===== src/rtl/e203_exu_bjp_resolver_pkg.sv =====
// Shared definitions for the EXU branch/jump resolver: state encodings,
// default widths, PC increment constants and small decode helpers.
package e203_exu_bjp_resolver_pkg;

  localparam int unsigned E203_PC_SIZE = 32;
  localparam int unsigned CNT_W_DEF    = 16;

  localparam logic [0:0] ST_IDLE = 1'b0;
  localparam logic [0:0] ST_REQ  = 1'b1;

  localparam logic [2:0] PC_INC_RVC  = 3'd2;
  localparam logic [2:0] PC_INC_RV32 = 3'd4;

  typedef struct packed {
    logic bjp;
    logic bxx;
    logic prdt_taken;
    logic rslv_taken;
  } bjp_info_t;

  // Only conditional branches can mispredict; jal/jalr are resolved before fetch continues.
  function automatic logic is_mispred(bjp_info_t info);
    return info.bjp & info.bxx & (info.prdt_taken ^ info.rslv_taken);
  endfunction

  function automatic logic [2:0] pc_inc(logic rv32);
    return rv32 ? PC_INC_RV32 : PC_INC_RVC;
  endfunction

endpackage


===== src/rtl/e203_exu_bjp_resolver_if.sv =====
// Commit-beat and IFU flush handshake bundle for the branch/jump resolver.
interface e203_exu_bjp_resolver_if #(
  parameter int unsigned PC_W = 32
);

  logic            cmt_i_valid;
  logic            cmt_i_ready;
  logic            cmt_i_bjp;
  logic            cmt_i_bxx;
  logic            cmt_i_prdt_taken;
  logic            cmt_i_rslv_taken;
  logic            cmt_i_rv32;
  logic [PC_W-1:0] cmt_i_pc;
  logic [PC_W-1:0] cmt_i_imm;

  logic            flush_req;
  logic            flush_ack;
  logic [PC_W-1:0] flush_add_op1;
  logic [PC_W-1:0] flush_add_op2;

  // Resolver side
  modport slave (
    input  cmt_i_valid, cmt_i_bjp, cmt_i_bxx, cmt_i_prdt_taken, cmt_i_rslv_taken,
           cmt_i_rv32, cmt_i_pc, cmt_i_imm, flush_ack,
    output cmt_i_ready, flush_req, flush_add_op1, flush_add_op2
  );

  // Commit stage / IFU side
  modport master (
    output cmt_i_valid, cmt_i_bjp, cmt_i_bxx, cmt_i_prdt_taken, cmt_i_rslv_taken,
           cmt_i_rv32, cmt_i_pc, cmt_i_imm, flush_ack,
    input  cmt_i_ready, flush_req, flush_add_op1, flush_add_op2
  );

endinterface


===== src/rtl/e203_exu_bjp_resolver_sat_cnt.sv =====
// Saturating up-counter with synchronous clear; clear wins over increment.
module e203_exu_sat_cnt
  import e203_exu_bjp_resolver_pkg::*;
#(
  parameter int unsigned CNT_W = CNT_W_DEF
) (
  input  logic             clk,
  input  logic             rst_n,
  input  logic             clr,
  input  logic             inc,
  output logic [CNT_W-1:0] cnt
);

  // Count up on inc, stick at all-ones, return to zero on reset or clear.
  always_ff @(posedge clk) begin
    if (!rst_n) begin
      cnt <= '0;
    end else if (clr) begin
      cnt <= '0;
    end else if (inc && (cnt != {CNT_W{1'b1}})) begin
      cnt <= cnt + 1'b1;
    end
  end

endmodule


===== src/rtl/e203_exu_bjp_resolver.sv =====
// EXU branch/jump resolver: compares IFU prediction with resolved outcome at
// commit, raises a held flush request with next-PC operands on a mispredict,
// and keeps saturating branch/mispredict statistics.
//
//   state | meaning
//   IDLE  | accepting commits, no flush outstanding
//   REQ   | flush_req high with captured operands, commits stalled until ack
module e203_exu_bjp_resolver
  import e203_exu_bjp_resolver_pkg::*;
#(
  parameter int unsigned PC_W  = E203_PC_SIZE,
  parameter int unsigned CNT_W = CNT_W_DEF
) (
  input  logic                       clk,
  input  logic                       rst_n,
  e203_exu_bjp_resolver_if.slave     bus,
  input  logic                       cnt_clr,
  output logic [CNT_W-1:0]           bjp_cnt,
  output logic [CNT_W-1:0]           mispred_cnt
);

  logic [0:0]      state_q;
  logic [PC_W-1:0] op1_q;
  logic [PC_W-1:0] op2_q;
  logic            beat_acc;
  logic            beat_mis;
  bjp_info_t       info;
  logic [PC_W-1:0] seq_op2;

  assign info.bjp        = bus.cmt_i_bjp;
  assign info.bxx        = bus.cmt_i_bxx;
  assign info.prdt_taken = bus.cmt_i_prdt_taken;
  assign info.rslv_taken = bus.cmt_i_rslv_taken;

  assign bus.cmt_i_ready = (state_q == ST_IDLE);
  assign beat_acc        = bus.cmt_i_valid & bus.cmt_i_ready;
  assign beat_mis        = beat_acc & is_mispred(info);

  // Fall-through increment for a branch that was predicted taken but not taken.
  assign seq_op2 = {{(PC_W-3){1'b0}}, pc_inc(bus.cmt_i_rv32)};

  // Flush FSM and operand capture; operands stay put until the next mispredict.
  always_ff @(posedge clk) begin
    if (!rst_n) begin
      state_q <= ST_IDLE;
      op1_q   <= '0;
      op2_q   <= '0;
    end else begin
      case (state_q)
        ST_IDLE: begin
          if (beat_mis) begin
            state_q <= ST_REQ;
            op1_q   <= bus.cmt_i_pc;
            op2_q   <= bus.cmt_i_rslv_taken ? bus.cmt_i_imm : seq_op2;
          end
        end
        ST_REQ: begin
          if (bus.flush_ack) begin
            state_q <= ST_IDLE;
          end
        end
        default: state_q <= ST_IDLE;
      endcase
    end
  end

  assign bus.flush_req     = (state_q == ST_REQ);
  assign bus.flush_add_op1 = op1_q;
  assign bus.flush_add_op2 = op2_q;

  e203_exu_sat_cnt #(.CNT_W(CNT_W)) u_bjp_cnt (
    .clk   (clk),
    .rst_n (rst_n),
    .clr   (cnt_clr),
    .inc   (beat_acc & bus.cmt_i_bjp),
    .cnt   (bjp_cnt)
  );

  e203_exu_sat_cnt #(.CNT_W(CNT_W)) u_mispred_cnt (
    .clk   (clk),
    .rst_n (rst_n),
    .clr   (cnt_clr),
    .inc   (beat_mis),
    .cnt   (mispred_cnt)
  );

endmodule


===== src/flat_wrapper.sv =====
// flat-port wrapper written by rule: the top's interface ports become plain ports
module e203_exu_bjp_resolver_flat import e203_exu_bjp_resolver_pkg::*;
#(
  parameter int unsigned PC_W  = E203_PC_SIZE,
  parameter int unsigned CNT_W = CNT_W_DEF
)
  (clk, rst_n, cnt_clr, bjp_cnt, mispred_cnt, bus_cmt_i_valid, bus_cmt_i_bjp, bus_cmt_i_bxx, bus_cmt_i_prdt_taken, bus_cmt_i_rslv_taken, bus_cmt_i_rv32, bus_cmt_i_pc, bus_cmt_i_imm, bus_flush_ack, bus_cmt_i_ready, bus_flush_req, bus_flush_add_op1, bus_flush_add_op2);
  e203_exu_bjp_resolver_if #(.PC_W(PC_W)) bus_i ();
  input  logic clk;
  input  logic rst_n;
  input  logic cnt_clr;
  output logic [CNT_W-1:0] bjp_cnt;
  output logic [CNT_W-1:0] mispred_cnt;
  input wire logic [$bits(bus_i.cmt_i_valid)-1:0] bus_cmt_i_valid;
  input wire logic [$bits(bus_i.cmt_i_bjp)-1:0] bus_cmt_i_bjp;
  input wire logic [$bits(bus_i.cmt_i_bxx)-1:0] bus_cmt_i_bxx;
  input wire logic [$bits(bus_i.cmt_i_prdt_taken)-1:0] bus_cmt_i_prdt_taken;
  input wire logic [$bits(bus_i.cmt_i_rslv_taken)-1:0] bus_cmt_i_rslv_taken;
  input wire logic [$bits(bus_i.cmt_i_rv32)-1:0] bus_cmt_i_rv32;
  input wire logic [$bits(bus_i.cmt_i_pc)-1:0] bus_cmt_i_pc;
  input wire logic [$bits(bus_i.cmt_i_imm)-1:0] bus_cmt_i_imm;
  input wire logic [$bits(bus_i.flush_ack)-1:0] bus_flush_ack;
  output wire logic [$bits(bus_i.cmt_i_ready)-1:0] bus_cmt_i_ready;
  output wire logic [$bits(bus_i.flush_req)-1:0] bus_flush_req;
  output wire logic [$bits(bus_i.flush_add_op1)-1:0] bus_flush_add_op1;
  output wire logic [$bits(bus_i.flush_add_op2)-1:0] bus_flush_add_op2;
  assign bus_i.cmt_i_valid = bus_cmt_i_valid;
  assign bus_i.cmt_i_bjp = bus_cmt_i_bjp;
  assign bus_i.cmt_i_bxx = bus_cmt_i_bxx;
  assign bus_i.cmt_i_prdt_taken = bus_cmt_i_prdt_taken;
  assign bus_i.cmt_i_rslv_taken = bus_cmt_i_rslv_taken;
  assign bus_i.cmt_i_rv32 = bus_cmt_i_rv32;
  assign bus_i.cmt_i_pc = bus_cmt_i_pc;
  assign bus_i.cmt_i_imm = bus_cmt_i_imm;
  assign bus_i.flush_ack = bus_flush_ack;
  assign bus_cmt_i_ready = bus_i.cmt_i_ready;
  assign bus_flush_req = bus_i.flush_req;
  assign bus_flush_add_op1 = bus_i.flush_add_op1;
  assign bus_flush_add_op2 = bus_i.flush_add_op2;
  e203_exu_bjp_resolver #(.PC_W(PC_W), .CNT_W(CNT_W)) u_core (.clk(clk), .rst_n(rst_n), .bus(bus_i), .cnt_clr(cnt_clr), .bjp_cnt(bjp_cnt), .mispred_cnt(mispred_cnt));
endmodule

===== config.mk =====
export PLATFORM = sky130hd
export DESIGN_NAME = e203_exu_bjp_resolver_flat
export DESIGN_NICKNAME = d
export VERILOG_FILES = /design/src/rtl/e203_exu_bjp_resolver_pkg.sv /design/src/rtl/e203_exu_bjp_resolver_if.sv /design/src/rtl/e203_exu_bjp_resolver_sat_cnt.sv /design/src/rtl/e203_exu_bjp_resolver.sv /design/src/flat_wrapper.sv
export SDC_FILE = /design/constraint.sdc
export NUM_CORES = 1
export LEC_CHECK = 0
export BUFFER_PORTS_ARGS = -buffer_cell sky130_fd_sc_hd__buf_4
export CORE_MARGIN = 1.5
export CORE_UTILIZATION = 49
export DETAILED_ROUTE_END_ITERATION = 8
export PLACE_DENSITY = 0.8
export SYNTH_ARGS = -nofsm -noshare
export SYNTH_HDL_FRONTEND = slang
export SYNTH_HIERARCHICAL = 1
export SYNTH_SLANG_ARGS = --single-unit
export TNS_END_PERCENT = 30

===== constraint.sdc =====
create_clock -name clk -period 2.5 [get_ports clk]
set_clock_uncertainty 0.1 [all_clocks]
set_input_delay 0.125 -clock clk [delete_from_list [all_inputs] [get_ports clk]]
set_output_delay 0.125 -clock clk [all_outputs]
set_load 0.05 [all_outputs]

[Word level (Yosys, flattened, before mapping)]
Cells that the tools add are included.
Operators by class
  equal/unequal tests: 2
  $add $sub $neg: 2
  bitwise operators: 8
  mux-type cells: 5
  reduce and logical (&&, ||, !) cells: 4
Operators with widths (number)
  $add A16 B1 Y16 const B: 2
  $mux W32: 1
  $ne A16 B16 Y1 const B: 2
  $and A1 B1 Y1: 5
  $mux W3: 1
  $logic_and A1 B1 Y1: 2
  $mux W1: 2
  $not A1 Y1: 2
  $pmux W1 S2: 1
  $reduce_and A2 Y1: 1
  $reduce_or A2 Y1: 1
  $xor A1 B1 Y1: 1
Storage, ports and cells
  input bits: 74
  flip-flop bits (word level): 97
  logic and storage cells: 26

[Depth between registers and ports, before layout]
Gate-level depths: netlist of run 1.
  depth after elaboration: 5
  depth in mapped cells: 9

[By module]
The synthesis of run 1 kept the hierarchy.
Modules (own cells, without submodules)
  e203_exu_bjp_resolver: area an instance 2762.6 sq um, instances 1, sequential area each 1301.2 sq um, cells an instance 291
  e203_exu_sat_cnt: area an instance 864.6 sq um, instances 2, sequential area each 320.3 sq um, cells an instance 91

[Worst setup path after synthesis of run 1]
OpenSTA, ideal clock, no wires.
  path kind: register to register
  from: register u_core.state_q, in the netlist u_core/bus.flush_req
  to: register u_core.u_mispred_cnt.cnt[9]
  path slack: 0.051 ns
  period minus slack after synthesis: 2.449 ns
  setup time: 0.071 ns
  arrival: 2.278 ns
  stages on the path, launching flop included: 9
  data required time: 2.329 ns
  cells stage by stage: dfxtp_1 -> and3b_1 -> nand3_4 -> inv_8 -> buf_12 -> and4_2 -> nand3_4 -> or4_1 -> a21oi_1
On the way
  word-level cells in the longest chain between the ends: 4
Ends and longest elaborated chain
  start: declaration: line e203_exu_bjp_resolver.sv:22  | logic [0:0] state_q;
  start signal: assignment: line e203_exu_bjp_resolver.sv:45  | state_q <= ST_IDLE;
  start signal: assignment: line e203_exu_bjp_resolver.sv:52  | state_q <= ST_REQ;
  start signal: assignment: line e203_exu_bjp_resolver.sv:59  | state_q <= ST_IDLE;
  $not A1 Y1 (no source line)
  $and A1 B1 Y1: line e203_exu_bjp_resolver.sv:36  | assign beat_acc = bus.cmt_i_valid & bus.cmt_i_ready;
  $and A1 B1 Y1: line e203_exu_bjp_resolver.sv:37  | assign beat_mis = beat_acc & is_mispred(info);
  net u_core.beat_mis: line e203_exu_bjp_resolver.sv:26  | logic beat_mis;
  $logic_and A1 B1 Y1: line e203_exu_bjp_resolver_sat_cnt.sv:20  | end else if (inc && (cnt != {CNT_W{1'b1}})) begin
  end signal: assignment: line e203_exu_bjp_resolver_sat_cnt.sv:21  | cnt <= cnt + 1'b1;
  end: declaration: line e203_exu_bjp_resolver_sat_cnt.sv:11  | output logic [CNT_W-1:0] cnt
The timed path passes the listed nets, and every way through them passes these cells.
A chain may end at the register's enable or synchronous reset.

[Worst setup path after layout of run 1]
  from: register u_core.state_q, in the netlist u_core/bus.flush_req
  to: register u_core.u_mispred_cnt.cnt[9]
On the way
  word-level cells in the longest chain between the ends: 4
Ends and longest elaborated chain (line)
  $not A1 Y1 (no source line)
  $and A1 B1 Y1: e203_exu_bjp_resolver.sv:36
  $and A1 B1 Y1: e203_exu_bjp_resolver.sv:37
  $logic_and A1 B1 Y1: e203_exu_bjp_resolver_sat_cnt.sv:20
No other way between the ends.

==> metrics.csv, run 1 <==
metric;value;unit
reg2reg_from;u_core/bus.flush_req$_SDFF_PN0_;
p_leak;2.75;nW
stdcell_area;0.00659;mm^2
max_cap_violations;0;
antenna_cells;0;
overflow;0;
gp_congestion;0.806;
hold_path_end;u_core/bus.flush_add_op2[2]$_SDFFE_PN0P_;
r2r-end;u_core/u_mispred_cnt/cnt[9]$_SDFFE_PP0P_;
setup_viol;0;
min_period;2200;ps
max_freq;454;MHz
hold_violations;0;
reg2reg_depth;7;
drive_gt1_share;29.9;%
htreeDepth;3;
grt_pass1_vias;4279;
whs;28.3;ps
netlist_area;0.00449;mm^2
syn2layout_area_growth;46.7;%
hp-class;primary input to flip-flop;
viasPerCell;5.34;
wire_per_inst;15.6;um
clockRootBuffer;clkbuf_8;
fp.dieH;98.7;um
synthArstFlopShare;0;%
die_x;98.7;um
clkPwrFrac;33.8;%
p_int;2.28;mW
power_frac_seq;51.8;%
core_area;0.00881;mm^2
synthCells;473;
drt_iter0_drc;156;
wl;12600;um
postCtsHoldBufs;63;
p_per_area;463;mW/mm^2
clk_latency;350;ps
hold_depth;3;
cts_resized;0;
start_util;51.0;%
io_buffer_count;171;
cp_max_fo;9;
yosysTopAreaCellShare;43.2;%
layout.nets;771;
rows;34;
drc;8;
p_comb_share;14.5;%
synthTopCellsByCount;nand2_1 (107), dfxtp_1 (97), mux2i_1 (66);
gr-usage-all-layers;25.8;%
cts_inserted_buffers;9;
first_pass_iters;7;
antenna_found_initial;0;
hpwl;7990;um
synth.most_common_cell;nand2_1;
dieArea;0.00975;mm^2
relSlewSlack;64.9;%
status;finished, violations left;
critPathKind;flip-flop to flip-flop;
cts_tree;yes;
pin_count;172;
failed_checks;design-rule violations;
arrival;2370;ps
synth.avg_cell_area;9.50;um^2
swShare;25.4;%
r2r_setup_slack;300;ps
crit_required;2660;ps
synth_ff_type;dfxtp_1;
worstSetupEndpointType;flip-flop;
synth_area_leaders;dfxtp_1 (43%), mux2i_1 (15%), nand2_1 (8.9%);
dpl_cell_area;0.00575;mm^2
yosysWarnings;6;
ir_drop;0.291;mV
path_clk_slew;90;ps
synth-edff-count;0;
ys_seq_area_share;43.2;%
net-switching-power;776;uW
syn-num-nets;549;
postCtsSetupRepairBufs;0;
cts_buffer_depth;2;
slew_violations;0;
vias;4312;
setup_tns;0;ps
start_kind;flip-flop;
yosysUniqueCellTypes;46;
hold_path_startpoint;bus_cmt_i_bxx;
synth-seq-cells;97;
yosysTopAreaCell;dfxtp_1;
grt_setup_unrepaired;false;
worst_slew_pin_slew;526;ps
ant_nets;0;
grt_pass1_wl;20200;um
period_share;88.0;%
grt_max_degree;130;
clock_sinks;97;
[metrics by stage]
step	std cells	worst slack [ps]	power, mW	util, %
after detailed placement	729	305	1.97	65.3
after CTS	808	279	3.07	74.8
final	808	299	3.05	74.8
after global placement	729	363	1.96	65.3
after floorplan	473	51.2	1.83	-
after global routing	808	195	3.17	74.8
[worst max-delay path: stages (launching register included)]
cell     delay, ps
dfxtp_1        340
and3b_1        360
nand3_4        170
inv_8          130
and4_2         310
nand3_4        130
or4_1          420
a21oi_1        150
[flip-flops by register name, indices dropped and copies added, names as in the netlist]
| name | cells |
|---|---|
| u_core/bus.flush_add_op1 | 32 |
| u_core/bus.flush_req | 1 |
| u_core/u_bjp_cnt/cnt | 16 |
| u_core/bus.flush_add_op2 | 32 |
| u_core/u_mispred_cnt/cnt | 16 |
[worst max-delay path by stage]
stage,start,endpoint,slack (ps),cells past startpoint
finish,u_core/bus.flush_req$_SDFF_PN0_,u_core/u_mispred_cnt/cnt[9]$_SDFFE_PP0P_,300,7
global placement,u_core/bus.flush_req$_SDFF_PN0_,u_core/u_mispred_cnt/cnt[13]$_SDFFE_PP0P_,360,7
global route,u_core/bus.flush_req$_SDFF_PN0_,u_core/u_mispred_cnt/cnt[9]$_SDFFE_PP0P_,190,7
CTS,u_core/bus.flush_req$_SDFF_PN0_,u_core/u_mispred_cnt/cnt[9]$_SDFFE_PP0P_,280,7
detailed placement,u_core/bus.flush_req$_SDFF_PN0_,u_core/u_mispred_cnt/cnt[9]$_SDFFE_PP0P_,300,7
floorplan,u_core/bus.flush_req$_SDFF_PN0_,u_core/u_mispred_cnt/cnt[9]$_SDFFE_PP0P_,50,8
[routing by layer]
| layer | track usage [%] | part of all wire (%) | vias up |
|---|---|---|---|
| met5 | 0 | 0 | - |
| met1 | 27.6 | 39 | 1986 |
| li1 | - | - | 2120 |
| met2 | 45.7 | 50 | 159 |
| met3 | 7.52 | 7.2 | 47 |
| met4 | 13.7 | 4.2 | 0 |
[layout by cell type, fill, tap and decap left out, drive strengths merged, types with 4 or more instances in the layout]
| master | instances |
|---|---|
| o41ai | 6 |
| or3 | 4 |
| o311ai | 6 |
| buf | 174 |
| o21ai | 9 |
| nand3 | 41 |
| a21oi | 8 |
| nor4 | 6 |
| and2 | 7 |
| nand4 | 8 |
| clkbuf | 10 |
| and4 | 6 |
| nand2 | 107 |
| nor2 | 21 |
| nand2b | 5 |
| xor2 | 7 |
| o31ai | 4 |
| or4 | 4 |
| clkinv | 4 |
| dlygate4sd3 | 63 |
| dfxtp | 97 |
| mux2i | 66 |
| nor3 | 4 |
| inv | 7 |
[layout make-up]
cell class | instances | area (um^2)
Clock inverter | 6 | 66.3
Sequential cell | 97 | 1940
Fill cell | 598 | 2220
Multi-Input combinational cell | 344 | 2310
Tap cell | 108 | 135
Clock buffer | 10 | 138
Inverter | 6 | 30.0
Timing Repair Buffer | 237 | 1960
[power groups by stage]
stage          sequential, mW  clock (mW)  combinational (mW)
2_1_floorplan            1.69           0               0.137
3_3_place_gp             1.61           0               0.346
3_5_place_dp             1.61           0               0.352
4_1_cts                  1.58        1.06               0.432
5_1_grt                  1.58        1.12               0.467
6_report                 1.58        1.03               0.441
[cell families after synthesis]
group / Yosys count / synth area share [%]
xor gates and xnor gates: 9 / 2.17
buffers and inverters: 32 / 5.24
AOI/OAI and AO/OA: 46 / 8.52
muxes: 67 / 15.0
DFF: 97 / 43.2
and+or+nand+nor: 220 / 25.3
adders and majority gates: 2 / 0.557
No activity file was read; power rests on OpenSTA's default activity.
==> run 2: changes to the inputs <==
Settings changed: HOLD_SLACK_MARGIN set to 0.1.
==> run 2 against run 1 <==
Net effect:
- via count decreased by 0.23%
- routed wire length increased by 0.68%
- the flow still finishes with violations (design-rule violations)
- combinational power increased by 2%
==> metrics.csv, run 2 (same netlist as run 1, synthesis figures left out) <==
metric;value;unit;change
start_kind;flip-flop;;
cts_resized;0;;unchanged
max_cap_violations;0;;unchanged
arrival;2510;ps;+140 ps
hpwl;7990;um;unchanged
antenna_cells;0;;unchanged
gr-usage-all-layers;26.0;%;+0.20 points
setup_viol;0;;unchanged
p_leak;2.78;nW;+1.0%
ir_drop;0.295;mV;+1.4%
failed_checks;design-rule violations;;
core_area;0.00881;mm^2;unchanged
postCtsSetupRepairBufs;0;;unchanged
wire_per_inst;15.5;um;about the same
syn2layout_area_growth;48.0;%;
clk_latency;350;ps;about the same
crit_required;2640;ps;-20 ps
finalPower;3.06;mW;+0.18%
fp.dieH;98.7;um;unchanged
dieArea;0.00975;mm^2;unchanged
dpl_cell_area;0.00575;mm^2;unchanged
cp_max_fo;4;;-5
max_freq;422;MHz;-7.1%
cpPeakStageDelay;610;ps;+190 ps
drt_iter0_drc;141;;-9.6%
stdcell_area;0.00665;mm^2;+0.91%
start_util;51.0;%;unchanged
clockRootBuffer;clkbuf_8;;
worst_slew_pin_slew;531;ps;+5.23 ps
clock_sinks;97;;unchanged
cts_inserted_buffers;9;;unchanged
grt_pass1_wl;20300;um;+0.72%
grt_max_degree;130;;unchanged
cts_tree;yes;;
slowest_stage;dlygate4sd3_1;;
drive_gt1_share;29.6;%;-0.25 points
gp_congestion;0.806;;unchanged
status;finished, violations left;;
grt_pass1_vias;4302;;+0.54%
cp_num_buf_inv;2;;+1
drc;8;;unchanged
wl;12700;um;+0.68%
first_pass_iters;7;;unchanged
worstSetupEndpointType;flip-flop;;
rows;34;;unchanged
final_common_cell;buf_4;;
overflow;0;;unchanged
htreeDepth;3;;unchanged
layout.nets;777;;+0.78%
hold_violations;0;;unchanged
whs;110;ps;+81.4 ps
relSlewSlack;64.5;%;-0.35 points
path_clk_slew;90;ps;about the same
critPathKind;flip-flop to flip-flop;;
final_cell_mix;buf_4 (172), nand2_1 (107), dfxtp_1 (97), dlygate4sd3_1 (69), mux2i_1 (66);;
pin_count;172;;unchanged
slew_violations;0;;unchanged
min_period;2370;ps;+167 ps
die_x;98.7;um;unchanged
io_buffer_count;171;;unchanged
crit_chain;and3b_1 > nand3_4 > dlygate4sd3_1 > mux2i_1 > dlygate4sd3_1;;
cts_buffer_depth;2;;unchanged
ant_nets;0;;unchanged
crit_top_cell;dlygate4sd3_1;;
vias;4302;;-0.23%
hp-class;primary input to flip-flop;;
period_share;94.7;%;+6.7 points
grt_setup_unrepaired;false;;
setup_tns;0;ps;unchanged
viasPerCell;5.29;;-0.97%
antenna_found_initial;0;;unchanged
p_per_area;460;mW/mm^2;-0.73%
path_delay_family;buffers and inverters;;
nFillCells;593;;-0.84%
run 2: cell count changes in the layout (fill, tap and decap cells not counted):
cell           previous run  this run
dlygate4sd3_1            63        69
run 2: metal layers:
metal  vias up  part of all wire [%]  track usage, %
li1       2130                     -               -
met1      1972                    39            28.0
met2       157                    50            46.7
met3        43                   7.1            7.80
met4         0                   3.7            11.8
met5         -                     0               0
run 2: area by class of cell:
type	count	area, um^2	area share [%]
Clock buffer	10	138	2.07
Clock inverter	6	66.3	0.998
Inverter	6	30.0	0.452
Multi-Input combinational cell	344	2310	34.8
Sequential cell	97	1940	29.2
Tap cell	108	135	2.03
Timing Repair Buffer	243	2020	30.4
run 2: stage by stage:
| step | utilization (%) | std cells | worst slack (ps) |
|---|---|---|---|
| after CTS | 75.5 | 814 | 151 |
| after detailed placement | 65.3 | 729 | 305 |
| after global placement | 65.3 | 729 | 363 |
| after global routing | 75.5 | 814 | 79.5 |
| after floorplan | - | 473 | 51.2 |
| final | 75.5 | 814 | 132 |
run 2: report_power, final:
| group | internal [mW] | total [mW] | switching [mW] | leakage, nW |
|---|---|---|---|---|
| combinational | 0.220 | 0.448 | 0.227 | 1.89 |
| clock | 0.494 | 1.03 | 0.537 | 0.107 |
| sequential | 1.57 | 1.58 | 0.0134 | 0.783 |
run 2: what timing repair did:
item                                   in CTS  in global routing
endpoints found under the hold margin      75                  0
setup endpoints to repair                   0                  0
hold buffers                               69                  0
run 2: worst paths after layout:
| kind | depth (start not counted) | endpoint | slack [ps] | startpoint |
|---|---|---|---|---|
| max | 5 | u_core/bus.flush_add_op2[2]$_SDFFE_PN0P_ | 130 | u_core/bus.flush_req$_SDFF_PN0_ |
| min | 4 | u_core/bus.flush_add_op2[1]$_SDFFE_PN0P_ | 110 | bus_cmt_i_prdt_taken |
| max reg2reg | 5 | u_core/bus.flush_add_op2[2]$_SDFFE_PN0P_ | 130 | u_core/bus.flush_req$_SDFF_PN0_ |
| min reg2reg | 2 | u_core/bus.flush_add_op2[26]$_SDFFE_PN0P_ | 360 | u_core/bus.flush_add_op2[26]$_SDFFE_PN0P_ |
run 2: tightest hold or removal path: cells and delay by family:
family,cells,cell delay [ps]
xor gates and xnor gates,1,60
muxes,1,90
and+or+nand+nor,1,120
buffers and inverters,1,100
